--- src/rtl/gpio_bus_pkg.sv ---
// Shared types and field positions for the GPIO bus master.
// Imported by the interface, the phase timer and the master top.
package gpio_bus_pkg;

    localparam int PIN_W       = 3;
    localparam int CFG_W       = 3;
    localparam int PIN_LSB     = 0;
    localparam int CFG_LSB     = 3;
    localparam int VAL_BIT     = 6;
    localparam int ECHO_W      = CFG_LSB + CFG_W;
    localparam int GPIO_WORD_W = 32;

    typedef enum logic [1:0] {
        ST_IDLE = 2'd0,
        ST_REQ  = 2'd1,
        ST_REL  = 2'd2,
        ST_RSP  = 2'd3
    } mst_state_e;

    // True when the pin/cfg echo in a read word disagrees with the request.
    function automatic logic echo_bad(
        input logic [ECHO_W-1:0] echo,
        input logic [PIN_W-1:0]  pin,
        input logic [CFG_W-1:0]  cfg
    );
        return (echo[PIN_LSB +: PIN_W] != pin) ||
               (echo[CFG_LSB +: CFG_W] != cfg);
    endfunction

endpackage

--- src/rtl/gpio_bus_master_if.sv ---
// Command/response handshake bundle between the APB-side command
// path (master) and the GPIO bus master (slave).
interface gpio_bus_master_if;
    import gpio_bus_pkg::*;

    logic             cmd_valid;
    logic             cmd_ready;
    logic             cmd_write;
    logic [PIN_W-1:0] cmd_pin;
    logic [CFG_W-1:0] cmd_cfg;
    logic             cmd_wdata;
    logic             rsp_valid;
    logic             rsp_ready;
    logic             rsp_rdata;
    logic             rsp_error;

    modport master (
        output cmd_valid, cmd_write, cmd_pin, cmd_cfg, cmd_wdata,
        output rsp_ready,
        input  cmd_ready, rsp_valid, rsp_rdata, rsp_error
    );

    modport slave (
        input  cmd_valid, cmd_write, cmd_pin, cmd_cfg, cmd_wdata,
        input  rsp_ready,
        output cmd_ready, rsp_valid, rsp_rdata, rsp_error
    );

endinterface

--- src/rtl/gpio_phase_timer.sv ---
// Saturating wait-phase counter shared by the REQ and REL phases.
// term is high once the count sits at TIMEOUT_CYC-1.
module gpio_phase_timer #(
    parameter int TIMEOUT_CYC = 16,
    parameter int TO_W        = 5
) (
    input  logic clk,
    input  logic rst,
    input  logic clr,
    input  logic en,
    output logic term
);

    localparam logic [TO_W-1:0] LAST = TO_W'(TIMEOUT_CYC - 1);

    logic [TO_W-1:0] cnt_q;
    logic [TO_W-1:0] cnt_d;

    assign term = (cnt_q == LAST);

    // Clear wins over count; stop at LAST instead of wrapping.
    always_comb begin
        cnt_d = cnt_q;
        if (clr) begin
            cnt_d = '0;
        end else if (en && !term) begin
            cnt_d = cnt_q + TO_W'(1);
        end
    end

    // Counter register.
    always_ff @(posedge clk) begin
        if (rst) begin
            cnt_q <= '0;
        end else begin
            cnt_q <= cnt_d;
        end
    end

endmodule

--- src/rtl/gpio_bus_master.sv ---
// Strobe/done initiator for the GPIO controller: one pin-config
// access at a time, with release phase and per-phase timeout.
module gpio_bus_master
    import gpio_bus_pkg::*;
#(
    parameter int TIMEOUT_CYC = 16,
    parameter int TO_W        = 5
) (
    input  logic                   clk,
    input  logic                   rst,
    gpio_bus_master_if.slave       cmd_if,
    output logic                   write,
    output logic                   read,
    output logic [PIN_W-1:0]       add_pin_number,
    output logic [CFG_W-1:0]       add_config,
    output logic                   data_in,
    input  logic [GPIO_WORD_W-1:0] data_out,
    input  logic                   write_done,
    input  logic                   read_done
);

    mst_state_e       state_q, state_d;
    logic             write_q, write_d;
    logic             read_q, read_d;
    logic [PIN_W-1:0] pin_q, pin_d;
    logic [CFG_W-1:0] cfg_q, cfg_d;
    logic             wdata_q, wdata_d;
    logic             is_wr_q, is_wr_d;
    logic             rdata_q, rdata_d;
    logic             error_q, error_d;
    logic             valid_q, valid_d;

    logic tmr_clr;
    logic tmr_en;
    logic tmr_term;
    logic sel_done;
    logic cmd_ready_w;
    logic unused_hi;

    // Value bit and echo fields are the only part of the word used.
    assign unused_hi = ^data_out[GPIO_WORD_W-1:VAL_BIT+1];

    // A stale done from a previous access blocks new commands.
    assign cmd_ready_w = (state_q == ST_IDLE) && !rst &&
                         !write_done && !read_done;
    assign sel_done    = is_wr_q ? write_done : read_done;

    assign cmd_if.cmd_ready = cmd_ready_w;
    assign cmd_if.rsp_valid = valid_q;
    assign cmd_if.rsp_rdata = rdata_q;
    assign cmd_if.rsp_error = error_q;
    assign write            = write_q;
    assign read             = read_q;
    assign add_pin_number   = pin_q;
    assign add_config       = cfg_q;
    assign data_in          = wdata_q;

    gpio_phase_timer #(
        .TIMEOUT_CYC (TIMEOUT_CYC),
        .TO_W        (TO_W)
    ) u_timer (
        .clk  (clk),
        .rst  (rst),
        .clr  (tmr_clr),
        .en   (tmr_en),
        .term (tmr_term)
    );

    // Next-state and output logic for the access sequence.
    always_comb begin
        state_d = state_q;
        write_d = write_q;
        read_d  = read_q;
        pin_d   = pin_q;
        cfg_d   = cfg_q;
        wdata_d = wdata_q;
        is_wr_d = is_wr_q;
        rdata_d = rdata_q;
        error_d = error_q;
        valid_d = valid_q;
        tmr_clr = 1'b0;
        tmr_en  = 1'b0;
        unique case (state_q)
            ST_IDLE: begin
                if (cmd_if.cmd_valid && cmd_ready_w) begin
                    pin_d   = cmd_if.cmd_pin;
                    cfg_d   = cmd_if.cmd_cfg;
                    wdata_d = cmd_if.cmd_wdata;
                    is_wr_d = cmd_if.cmd_write;
                    write_d = cmd_if.cmd_write;
                    read_d  = !cmd_if.cmd_write;
                    rdata_d = 1'b0;
                    error_d = 1'b0;
                    tmr_clr = 1'b1;
                    state_d = ST_REQ;
                end
            end
            ST_REQ: begin
                tmr_en = 1'b1;
                if (sel_done) begin
                    write_d = 1'b0;
                    read_d  = 1'b0;
                    tmr_clr = 1'b1;
                    state_d = ST_REL;
                    if (!is_wr_q) begin
                        rdata_d = data_out[VAL_BIT];
                        error_d = echo_bad(data_out[ECHO_W-1:0],
                                           pin_q, cfg_q);
                    end
                end else if (tmr_term) begin
                    write_d = 1'b0;
                    read_d  = 1'b0;
                    error_d = 1'b1;
                    tmr_clr = 1'b1;
                    state_d = ST_REL;
                end
            end
            ST_REL: begin
                tmr_en = 1'b1;
                if (!write_done && !read_done) begin
                    tmr_clr = 1'b1;
                    valid_d = 1'b1;
                    state_d = ST_RSP;
                end else if (tmr_term) begin
                    error_d = 1'b1;
                    tmr_clr = 1'b1;
                    valid_d = 1'b1;
                    state_d = ST_RSP;
                end
            end
            ST_RSP: begin
                if (cmd_if.rsp_ready) begin
                    valid_d = 1'b0;
                    state_d = ST_IDLE;
                end
            end
            default: begin
                state_d = ST_IDLE;
            end
        endcase
    end

    // State, strobe, address and response registers.
    always_ff @(posedge clk) begin
        if (rst) begin
            state_q <= ST_IDLE;
            write_q <= 1'b0;
            read_q  <= 1'b0;
            pin_q   <= '0;
            cfg_q   <= '0;
            wdata_q <= 1'b0;
            is_wr_q <= 1'b0;
            rdata_q <= 1'b0;
            error_q <= 1'b0;
            valid_q <= 1'b0;
        end else begin
            state_q <= state_d;
            write_q <= write_d;
            read_q  <= read_d;
            pin_q   <= pin_d;
            cfg_q   <= cfg_d;
            wdata_q <= wdata_d;
            is_wr_q <= is_wr_d;
            rdata_q <= rdata_d;
            error_q <= error_d;
            valid_q <= valid_d;
        end
    end

endmodule

--- src/flat_wrapper.sv ---
// flat-port wrapper written by rule: the top's interface ports become plain ports
module gpio_bus_master_flat import gpio_bus_pkg::*;
#(
    parameter int TIMEOUT_CYC = 16,
    parameter int TO_W        = 5
)
  (clk, rst, write, read, add_pin_number, add_config, data_in, data_out, write_done, read_done, cmd_if_cmd_valid, cmd_if_cmd_write, cmd_if_cmd_pin, cmd_if_cmd_cfg, cmd_if_cmd_wdata, cmd_if_rsp_ready, cmd_if_cmd_ready, cmd_if_rsp_valid, cmd_if_rsp_rdata, cmd_if_rsp_error);
  gpio_bus_master_if cmd_if_i ();
  input  logic clk;
  input  logic rst;
  output logic write;
  output logic read;
  output logic [PIN_W-1:0] add_pin_number;
  output logic [CFG_W-1:0] add_config;
  output logic data_in;
  input  logic [GPIO_WORD_W-1:0] data_out;
  input  logic write_done;
  input  logic read_done;
  input wire logic [$bits(cmd_if_i.cmd_valid)-1:0] cmd_if_cmd_valid;
  input wire logic [$bits(cmd_if_i.cmd_write)-1:0] cmd_if_cmd_write;
  input wire logic [$bits(cmd_if_i.cmd_pin)-1:0] cmd_if_cmd_pin;
  input wire logic [$bits(cmd_if_i.cmd_cfg)-1:0] cmd_if_cmd_cfg;
  input wire logic [$bits(cmd_if_i.cmd_wdata)-1:0] cmd_if_cmd_wdata;
  input wire logic [$bits(cmd_if_i.rsp_ready)-1:0] cmd_if_rsp_ready;
  output wire logic [$bits(cmd_if_i.cmd_ready)-1:0] cmd_if_cmd_ready;
  output wire logic [$bits(cmd_if_i.rsp_valid)-1:0] cmd_if_rsp_valid;
  output wire logic [$bits(cmd_if_i.rsp_rdata)-1:0] cmd_if_rsp_rdata;
  output wire logic [$bits(cmd_if_i.rsp_error)-1:0] cmd_if_rsp_error;
  assign cmd_if_i.cmd_valid = cmd_if_cmd_valid;
  assign cmd_if_i.cmd_write = cmd_if_cmd_write;
  assign cmd_if_i.cmd_pin = cmd_if_cmd_pin;
  assign cmd_if_i.cmd_cfg = cmd_if_cmd_cfg;
  assign cmd_if_i.cmd_wdata = cmd_if_cmd_wdata;
  assign cmd_if_i.rsp_ready = cmd_if_rsp_ready;
  assign cmd_if_cmd_ready = cmd_if_i.cmd_ready;
  assign cmd_if_rsp_valid = cmd_if_i.rsp_valid;
  assign cmd_if_rsp_rdata = cmd_if_i.rsp_rdata;
  assign cmd_if_rsp_error = cmd_if_i.rsp_error;
  gpio_bus_master #(.TIMEOUT_CYC(TIMEOUT_CYC), .TO_W(TO_W)) u_core (.clk(clk), .rst(rst), .cmd_if(cmd_if_i), .write(write), .read(read), .add_pin_number(add_pin_number), .add_config(add_config), .data_in(data_in), .data_out(data_out), .write_done(write_done), .read_done(read_done));
endmodule
--- config.mk ---
export PLATFORM = sky130hd
export DESIGN_NAME = gpio_bus_master_flat
export DESIGN_NICKNAME = d
export VERILOG_FILES = /design/src/rtl/gpio_bus_pkg.sv /design/src/rtl/gpio_bus_master_if.sv /design/src/rtl/gpio_phase_timer.sv /design/src/rtl/gpio_bus_master.sv /design/src/flat_wrapper.sv
export SDC_FILE = /design/constraint.sdc
export NUM_CORES = 1
export LEC_CHECK = 0
export ABC_AREA = 0
export CAP_MARGIN = 20
export CORE_MARGIN = 3
export CORE_UTILIZATION = 31
export DETAILED_ROUTE_END_ITERATION = 8
export GPL_TIMING_DRIVEN = 0
export PLACE_DENSITY_LB_ADDON = 0.25
export SETUP_SLACK_MARGIN = 0.02
export SLEW_MARGIN = 0
export SYNTH_ARGS = -nofsm -noshare
export SYNTH_HDL_FRONTEND = slang
export SYNTH_HIERARCHICAL = 1
export SYNTH_SLANG_ARGS = --single-unit
--- constraint.sdc ---
create_clock -name clk -period 2.8 [get_ports clk]
set_input_delay 0.28 -clock clk [delete_from_list [all_inputs] [get_ports clk]]
set_output_delay 0.28 -clock clk [all_outputs]
set_load 0.03 [all_outputs]
**Yosys cells after proc, flatten, opt, wreduce, memory -nomap -nowiden**

Cells that the tools add are included.

- Bits of input ports: 46
- Bits in writable memories: 0
- Memories: 0
- Bits in latches: 0
- Logic and storage cells: 83
- Register bits after elaboration: 20
- Memory bits (read-only): 0

- Equal/unequal tests: 14
- Muxes and demuxes: 33
- Add/subtract/negate cells: 1
- $mul: 0
- Magnitude comparators: 0
- Divide/modulo/power cells: 0
- Shift operators: 0
- Bitwise operators: 0
- Reduce and logical (&&, ||, !) cells: 24

Operators with widths:

| kind | count |
|---|---|
| 1-bit 2-to-1 mux | 20 |
| 2-bit 2-to-1 mux | 6 |
| 4-bit AND reduction | 3 |
| 2-bit inequality test, second input constant | 4 |
| 1-bit one-hot mux with 2 select lines | 4 |
| 2-bit one-hot mux with 4 select lines | 1 |
| 1-bit logical AND | 6 |
| 3-bit by 2-bit inequality test with 1-bit output, second input constant | 2 |
| 3-bit inequality test | 2 |
| 1-bit one-hot mux with 3 select lines | 2 |
| 3-bit AND reduction | 2 |
| 5-bit by 1-bit adder with 5-bit output, second input constant | 1 |
| 5-bit by 4-bit equality test with 1-bit output, second input constant | 1 |
| 1-bit zero test | 5 |
| 2-bit equality test, second input constant | 2 |
| 2-bit nonzero test | 2 |
| 2-bit OR reduction | 2 |
| 3-bit inequality test, second input constant | 1 |
| 3-bit nonzero test | 1 |
| 2-bit by 1-bit equality test with 1-bit output, second input constant | 1 |
| 2-bit zero test | 1 |
| 2-bit by 1-bit inequality test with 1-bit output, second input constant | 1 |
| 2-bit AND reduction | 1 |
| 1-bit logical OR | 1 |

**Longest topological paths before layout**

Gate-level depths: netlist of the first run.

- Depth after elaboration: 8
- Mapped depth: 8

**Modules after synthesis**

The synthesis of the first run kept the hierarchy.

Modules (own cells, without submodules):

| module | times used | cells an instance | area each (um^2) |
|---|---|---|---|
| gpio_bus_master | 1 | 106 | 872.1 |
| gpio_phase_timer | 1 | 26 | 241.5 |

**Worst setup path after synthesis of the first run**

No wires, ideal clock.

- Path type: register to register
- Start point: register u_core.state_q[0]
- End point: register u_core.error_q (netlist: u_core/cmd_if.rsp_error)
- Path buffers: 0
- Required time: 2713 ps
- Setup slack: 775 ps
- Cell stages (with the launch flop): 7
- Arrival: 1938 ps
- Period minus slack after synthesis: 2025 ps
- Cells stage by stage: dfxtp_1 > inv_1 > ha_1 > nor4b_4 > a21boi_2 > or4_1 > o31ai_1

- Word-level cells in the longest chain between the ends: 7

Ends and longest elaborated chain:

| what | RTL line | text |
|---|---|---|
| start: declaration | gpio_bus_master.sv:22 | `mst_state_e state_q, state_d;` |
| start signal: assignment | gpio_bus_master.sv:157 | `state_q <= state_d;` |
| 2-bit zero test | gpio_bus_master.sv:44 | `assign cmd_ready_w = (state_q == ST_IDLE) && !rst &&` |
| 1-bit logical AND (2 in a row) | gpio_bus_master.sv:44 |  |
| 1-bit logical AND | gpio_bus_master.sv:45 | `!write_done && !read_done;` |
| net cmd_if_cmd_ready | flat_wrapper.sv:25 | `output wire logic [$bits(cmd_if_i.cmd_ready)-1:0] cmd_if_cmd_ready;` |
| 1-bit logical AND | gpio_bus_master.sv:85 | `if (cmd_if.cmd_valid && cmd_ready_w) begin` |
| 2-bit inequality test (no line) | - |  |
| 4-bit AND reduction (no line) | - |  |
| end signal: assignment | gpio_bus_master.sv:165 | `error_q <= error_d;` |
| end: declaration | gpio_bus_master.sv:30 | `logic error_q, error_d;` |

The timed path passes the listed nets, and every way through them passes these cells.
A chain may end at the register's enable or synchronous reset.

**Worst setup path in the final report of the first run**

- Start point: register u_core.state_q[0]
- End point: output port cmd_if_cmd_ready

- Word-level cells in the longest chain between the ends: 4

Ends and longest elaborated chain:

| what | RTL line |
|---|---|
| 2-bit zero test | gpio_bus_master.sv:44 |
| 1-bit logical AND (2 in a row) | gpio_bus_master.sv:44 |
| 1-bit logical AND | gpio_bus_master.sv:45 |
| end: declaration | flat_wrapper.sv:25 |

Every way passes these cells.

==> impl_metrics.toml, run 1 <==
[logic_synthesis]
synthesis.area_um2 = 1110
ys_seq_area_frac = 0.360
postSynthCellCount = 132
postSynthRegisterBits = 20
postSynthNetCount = 186
ys_types = 37
synthesis.yosys.warnings = 6
synth_area_per_cell_um2 = 8.44

[worst_setup_path]
cp_max_stage_cell = "sky130_fd_sc_hd__clkdlybuf4s50_1"
crit_path_max_incr_delay_ns = 0.74
criticalPathCategory = "reg -> out"
type_of_element_capturing_the_critical_path = "primary output"
timing.critical_path.required_ns = 2.52
worstPathCellList = "inv_1 > ha_1 > nor4b_4 > clkdlybuf4s50_1"
critical_path.reg2reg.startpoint = "u_core/u_timer/cnt_q[0]$_SDFFE_PP0P_"
crit_start_category = "register"
worstRegToRegCells = 6
worst_ep_arrival_time_ns = 2.07
ff2ff_setup_slack_ns = 0.69
timing.rr.end = "u_core/state_q[0]$_SDFFE_PP0P_"
timing.critical_path.fanout_max = 5

[timing]
finalSetupViolCount = 0
totalNegativeSetupSlack_ns = 0
max_freq_mhz = 425
timing_worst_slew_pin_value_ns = 0.703
rsz0062_at_grt = "no"
finalClockSkew_ns = 0.00181
timing.max_slew.rel_slack = 0.530
fin_crit_ns = 2.35
timing.final.ws_setup_ns = 0.449
drv_slew = 0
hold_viol = 0
finalCritPeriodShare = 0.840

[detailed_routing]
dr_total_vias = 1038
number_of_design_rule_violations_left_after_detail_routing = 0
drtIter0Drc = 46
avgRoutedWirePerCell_um = 12.5
detail_route.first_pass.iterations = 4
route.detailed.vias_per_inst = 4.85
ant_nets = 0
route.final.wire_length_mm = 2.68

[place]
dp.final_hpwl_mm = 2.06
placement.io_buffers = 33
place_congestion = 0.795
place_ws_ns = 0.457

[cells_and_area]
final.fill_count = 342
mostFrequentLayoutCells = "sky130_fd_sc_hd__clkdlybuf4s50_1 (33), sky130_fd_sc_hd__nand2_1 (21), sky130_fd_sc_hd__dfxtp_1 (20)"
insertedDiodeCount = 0
final_common_cell = "sky130_fd_sc_hd__clkdlybuf4s50_1"
final_net_count = 224
drive_above_1_share = 0.0476
syn2layout_area_growth_pct = 36.9

[clock_tree]
postCtsResizedCells = 0
worst_setup_hold_path_clk_slew_ns = 0.11
maximum_level_of_the_cts_h_tree = 1
ctsRootBufferMaster = "sky130_fd_sc_hd__clkbuf_4"
cts_buffers = 3
cts.sink_count = 20
cts.path.max_buffers = 2
clk_latency_ns = 0.29
holdBufCountCts = 0
tritoncts = "done"
post-cts-setup-buffers = 0

[floorplan]
die_height_um = 65.9
starting_density_of_the_core = 0.329
placementRows = 21
floorplan.io_pins = 59
die_area_um2 = 4350
floorplan.core_area_um2 = 3390
dieWidth_um = 65.9

[global_routing]
initial_antenna_violation_count = 0
grt_max_degree = 11
first_global_vias = 1028
grt.overflow.total = 0
global_route_wire_length_before_repair_mm = 4.54
grtUsageTotal = 0.134

[job]
maxCapViolations = 0

[pwr]
ir_worst_vdd_mv = 0.207
power-per-cell-area_nw_per_um2 = 560
total_leakage_power_nw = 0.584

[min_path]
hold-path-cell-count = 2
worst_hold_path_type = "reg -> reg"
whs_endpoint = "u_core/data_in$_SDFFE_PP0P_"
worst_hold_startpoint = "u_core/data_in$_SDFFE_PP0P_"

[outcome]
run_status = "finished, final reports clean"
-- metrics by stage --
stage	util	total power [W]	instances	instance area (um^2)	hold WS (ns)
floorplan	-	0.000611	132	1110	0.349
global placement	0.443	0.000715	211	1500	0.447
detailed placement	0.443	0.000727	211	1500	0.452
CTS	0.450	0.000866	214	1520	0.470
global route	0.450	0.000929	214	1520	0.503
finish	0.450	0.000853	214	1520	0.461
-- report_power, final --
| part | leakage, nW | internal [W] | switching, W |
|---|---|---|---|
| Combinational | 0.409 | 0.000172 | 0.000196 |
| Clock | 0.0138 | 0.0000501 | 0.0000825 |
| Sequential | 0.162 | 0.000320 | 0.0000328 |
| Total | 0.584 | 0.000542 | 0.000312 |
-- Yosys cell counts, drive strengths merged --
| cell type | count | area [um^2] |
|---|---|---|
| nand2 | 21 | 78.8 |
| dfxtp | 20 | 400 |
| a21oi | 9 | 45.0 |
| ha | 8 | 100 |
| inv | 8 | 30.0 |
| nand3 | 8 | 40.0 |
| nor2 | 7 | 26.3 |
| xnor2 | 7 | 61.3 |
| o21ai | 5 | 25.0 |
| nor4 | 3 | 18.8 |
| o21a | 3 | 22.5 |
| or3 | 3 | 18.8 |
| a21boi | 2 | 18.8 |
| and3 | 2 | 12.5 |
| clkbuf | 2 | 7.51 |
| nand3b | 2 | 15.0 |
| o31a | 2 | 17.5 |
| o31ai | 2 | 15.0 |
| a211o | 1 | 8.76 |
| a211oi | 1 | 7.51 |
| and2 | 1 | 6.26 |
| and2b | 1 | 8.76 |
| and3b | 1 | 8.76 |
| buf | 1 | 3.75 |
| mux2i | 1 | 10.0 |
| nand2b | 1 | 13.8 |
| nand4 | 1 | 6.26 |
| nor2b | 1 | 6.26 |
| nor4b | 1 | 23.8 |
| o211a | 1 | 10.0 |
| o211ai | 1 | 7.51 |
| o21bai | 1 | 7.51 |
| o32ai | 1 | 8.76 |
| or2 | 1 | 6.26 |
| or4 | 1 | 7.51 |
| xor2 | 1 | 8.76 |
-- worst max-delay path by stage --
stage	from	endpoint	slack, ns
2_1_floorplan	u_core/state_q[0]$_SDFFE_PP0P_	u_core/cmd_if.rsp_error$_SDFFE_PP0P_	0.77
3_3_place_gp	rst	cmd_if_cmd_ready	0.46
3_5_place_dp	rst	cmd_if_cmd_ready	0.46
4_1_cts	u_core/state_q[0]$_SDFFE_PP0P_	cmd_if_cmd_ready	0.42
5_1_grt	u_core/state_q[0]$_SDFFE_PP0P_	cmd_if_cmd_ready	0.27
6_report	u_core/state_q[0]$_SDFFE_PP0P_	cmd_if_cmd_ready	0.45
-- flip-flops by register name (all words and copies together), names as in the netlist --
name and cells:
u_core/add_pin_number 3, u_core/data_in 1, u_core/read 1, u_core/u_timer/cnt_q 5, u_core/cmd_if.rsp_error 1, u_core/add_config 3, u_core/cmd_if.rsp_rdata 1, u_core/write 1
u_core/cmd_if.rsp_valid 1, u_core/state_q 2, u_core/is_wr_q 1
-- worst max-delay path: cells and delay by family (launching register included) --
kind	cells	cell delay, ns
buffers and inverters	2	0.86
flip-flops	1	0.38
AND/OR/NAND/NOR	1	0.34
adder cells (fa/ha/maj)	1	0.20
-- layout make-up --
class | instances | area (um^2) | area share
sequential | 20 | 400 | 0.263
multi-input combinational | 101 | 672 | 0.441
inverter | 8 | 30.0 | 0.0197
tap | 46 | 57.6 | 0.0378
timing repair buffer | 33 | 330 | 0.217
clock buffer | 3 | 22.5 | 0.0148
buffer | 3 | 11.3 | 0.00739
-- metal layers --
layer / track usage / share of wire
met1: 0.169 / 0.47
met2: 0.214 / 0.45
met3: 0.0289 / 0.073
met4: 0.0685 / 0.0086
met5: 0 / 0
-- logic make-up after synthesis --
logic type               Yosys count  share of synthesized area
multiplexers                       1                    0.00899
AO/OA/AOI/OAI                     29                      0.174
AND/OR/NAND/NOR                   55                      0.267
XOR/XNOR                           8                     0.0629
adder cells (fa/ha/maj)            8                     0.0899
flip-flops                        20                      0.360
buffers and inverters             11                     0.0371
Note: power is estimated with default switching activity, not from simulation.
==> run 2, diff against run 1 <==
- clock period: 2.8 -> 2 ns (I/O delays scaled with it)
==> impl_metrics.toml, run 2 (synthesis gave the netlist of run 1 again) <==
[timing]
rsz0062_at_grt = "yes"
totalNegativeSetupSlack_ns = 0
fin_crit_ns = 1.89
max_freq_mhz = 529
finalClockSkew_ns = 0.00710
finalSetupViolCount = 0
timing.final.ws_setup_ns = 0.111
timing_worst_slew_pin_value_ns = 0.496
hold_viol = 0
drv_slew = 0
timing.max_slew.rel_slack = 0.669
finalCritPeriodShare = 0.945

[clock_tree]
cts_buffers = 3
cts.sink_count = 20
tritoncts = "done"
holdBufCountCts = 0
maximum_level_of_the_cts_h_tree = 1
clk_latency_ns = 0.30
ctsRootBufferMaster = "sky130_fd_sc_hd__clkbuf_4"
cts.path.max_buffers = 2
worst_setup_hold_path_clk_slew_ns = 0.12

[place]
place_congestion = 0.796
placement.io_buffers = 33
place.detailed.instances = 211
dp.final_hpwl_mm = 2.06
place_ws_ns = -0.182

[detailed_routing]
dr_total_vias = 1052
number_of_design_rule_violations_left_after_detail_routing = 0
avgRoutedWirePerCell_um = 12.8
route.detailed.vias_per_inst = 4.92
detail_route.first_pass.iterations = 4
ant_nets = 0
route.final.wire_length_mm = 2.74
drtIter0Drc = 57

[global_routing]
first_global_vias = 999
initial_antenna_violation_count = 0
grtUsageTotal = 0.135
met3_track_demand_over_resource_in_global_routing = 0.0306
grt.overflow.total = 0
globalRouteMet2Util = 0.225
use_met1 = 0.167
grt.busiest_layer = "met2"
grt_max_degree = 12
global_route_wire_length_before_repair_mm = 4.55

[worst_setup_path]
worst_ep_arrival_time_ns = 2.11
crit_start_category = "register"
cp_max_stage_cell = "sky130_fd_sc_hd__or4_4"
timing.critical_path.required_ns = 2.22
criticalPathCategory = "reg -> reg"
timing.critical_path.fanout_max = 6
crit_family = "simple AND/OR/NAND/NOR gates"
worstPathCellList = "inv_2 > ha_2 > nor4b_4 > a21boi_4 > or4_4 > o31ai_2"
crit_path_max_incr_delay_ns = 0.50
critical_path_buf_inv_count = 1
startpoint_of_the_worst_setup_timing_path = "u_core/state_q[0]$_SDFFE_PP0P_"
type_of_element_capturing_the_critical_path = "register"
critical_path.reg2reg.startpoint = "u_core/state_q[0]$_SDFFE_PP0P_"

[cells_and_area]
final_common_cell = "sky130_fd_sc_hd__clkdlybuf4s50_1"
syn2layout_area_growth_pct = 40.4
stdcell_count = 214
largest_register = "u_core/u_timer/cnt_q"
drive_above_1_share = 0.125
largest_register_ffs = 5
mostFrequentLayoutCells = "sky130_fd_sc_hd__clkdlybuf4s50_1 (32), sky130_fd_sc_hd__nand2_1 (21), sky130_fd_sc_hd__dfxtp_1 (17)"
final_net_count = 223
insertedDiodeCount = 0

[floorplan]
floorplan.io_pins = 59
die_height_um = 65.9
starting_density_of_the_core = 0.329
die_area_um2 = 4350
dieWidth_um = 65.9
placementRows = 21
floorplan.core_area_um2 = 3390

[min_path]
worst_hold_startpoint = "cmd_if_cmd_pin[0]"
worst_hold_path_type = "in -> reg"

[pwr]
ir_worst_vdd_mv = 0.277
power-per-cell-area_nw_per_um2 = 821
total_leakage_power_nw = 0.606
fin_total_pwr_w = 0.00128

[outcome]
run_status = "finished, final reports clean"

[job]
maxCapViolations = 0
[run 2: changes by cell type in the layout (fill, tap and decap cells not counted), moves of 2 or more]
| cell | change |
|---|---|
| sky130_fd_sc_hd__dfxtp_1 | -3 |
| sky130_fd_sc_hd__dfxtp_2 | +3 |
| sky130_fd_sc_hd__ha_1 | -3 |
| sky130_fd_sc_hd__ha_2 | +3 |
| sky130_fd_sc_hd__inv_1 | -2 |
| sky130_fd_sc_hd__inv_2 | +2 |
[run 2: power breakdown]
part           internal, W  switching [W]
logic             0.000262       0.000281
clock network     0.000111       0.000128
registers         0.000454      0.0000487
[run 2: timing repair]
item,CTS,global route
endpoints found under the setup margin,4,7
setup buffers,0,0
gates resized for setup,2,10
pin swaps,0,1
[run 2: worst reg2reg max path: cells and delay by family (launching register included)]
kind                       cells  cell delay, ns
and+or+nand+nor                2            0.86
DFF                            1            0.37
AOI/OAI and AO/OA              2            0.31
adders and majority gates      1            0.19
buffers and inverters          1            0.08
[run 2: worst paths after layout]
check	end	slack (ns)	cells past startpoint
hold / removal	u_core/add_pin_number[0]$_SDFFE_PP0P_	0.42	3
setup reg to reg	u_core/cmd_if.rsp_error$_SDFFE_PP0P_	0.11	6
hold reg to reg	u_core/data_in$_SDFFE_PP0P_	0.47	2
setup / recovery	u_core/cmd_if.rsp_error$_SDFFE_PP0P_	0.11	6
[run 2: area by class of cell]
type,count,area [um^2]
timing repair buffer,33,325
sequential,20,404
inverter,8,30.0
buffer,2,7.51
tap,46,57.6
clock buffer,4,36.3
multi-input combinational,101,703
fill,338,1830
[run 2: through the flow]
stage	cell area [um^2]	util	hold slack, ns
6_report	1560	0.461	0.416
2_1_floorplan	1120	-	0.269
5_1_grt	1560	0.461	0.401
3_5_place_dp	1500	0.444	0.452
3_3_place_gp	1500	0.444	0.446
4_1_cts	1550	0.456	0.405
[run 2: routing by layer]
| metal | part of all wire | vias to the layer above |
|---|---|---|
| met5 | 0 | - |
| met4 | 0.0084 | 0 |
| met3 | 0.064 | 2 |
| met2 | 0.47 | 31 |
| met1 | 0.46 | 483 |
| li1 | - | 536 |
==> run 3, diff against run 2 <==
- SLEW_MARGIN: 0 -> 20
==> results of run 3 <==
Same layout as run 2: the final DEF is identical, and so are final timing and power.
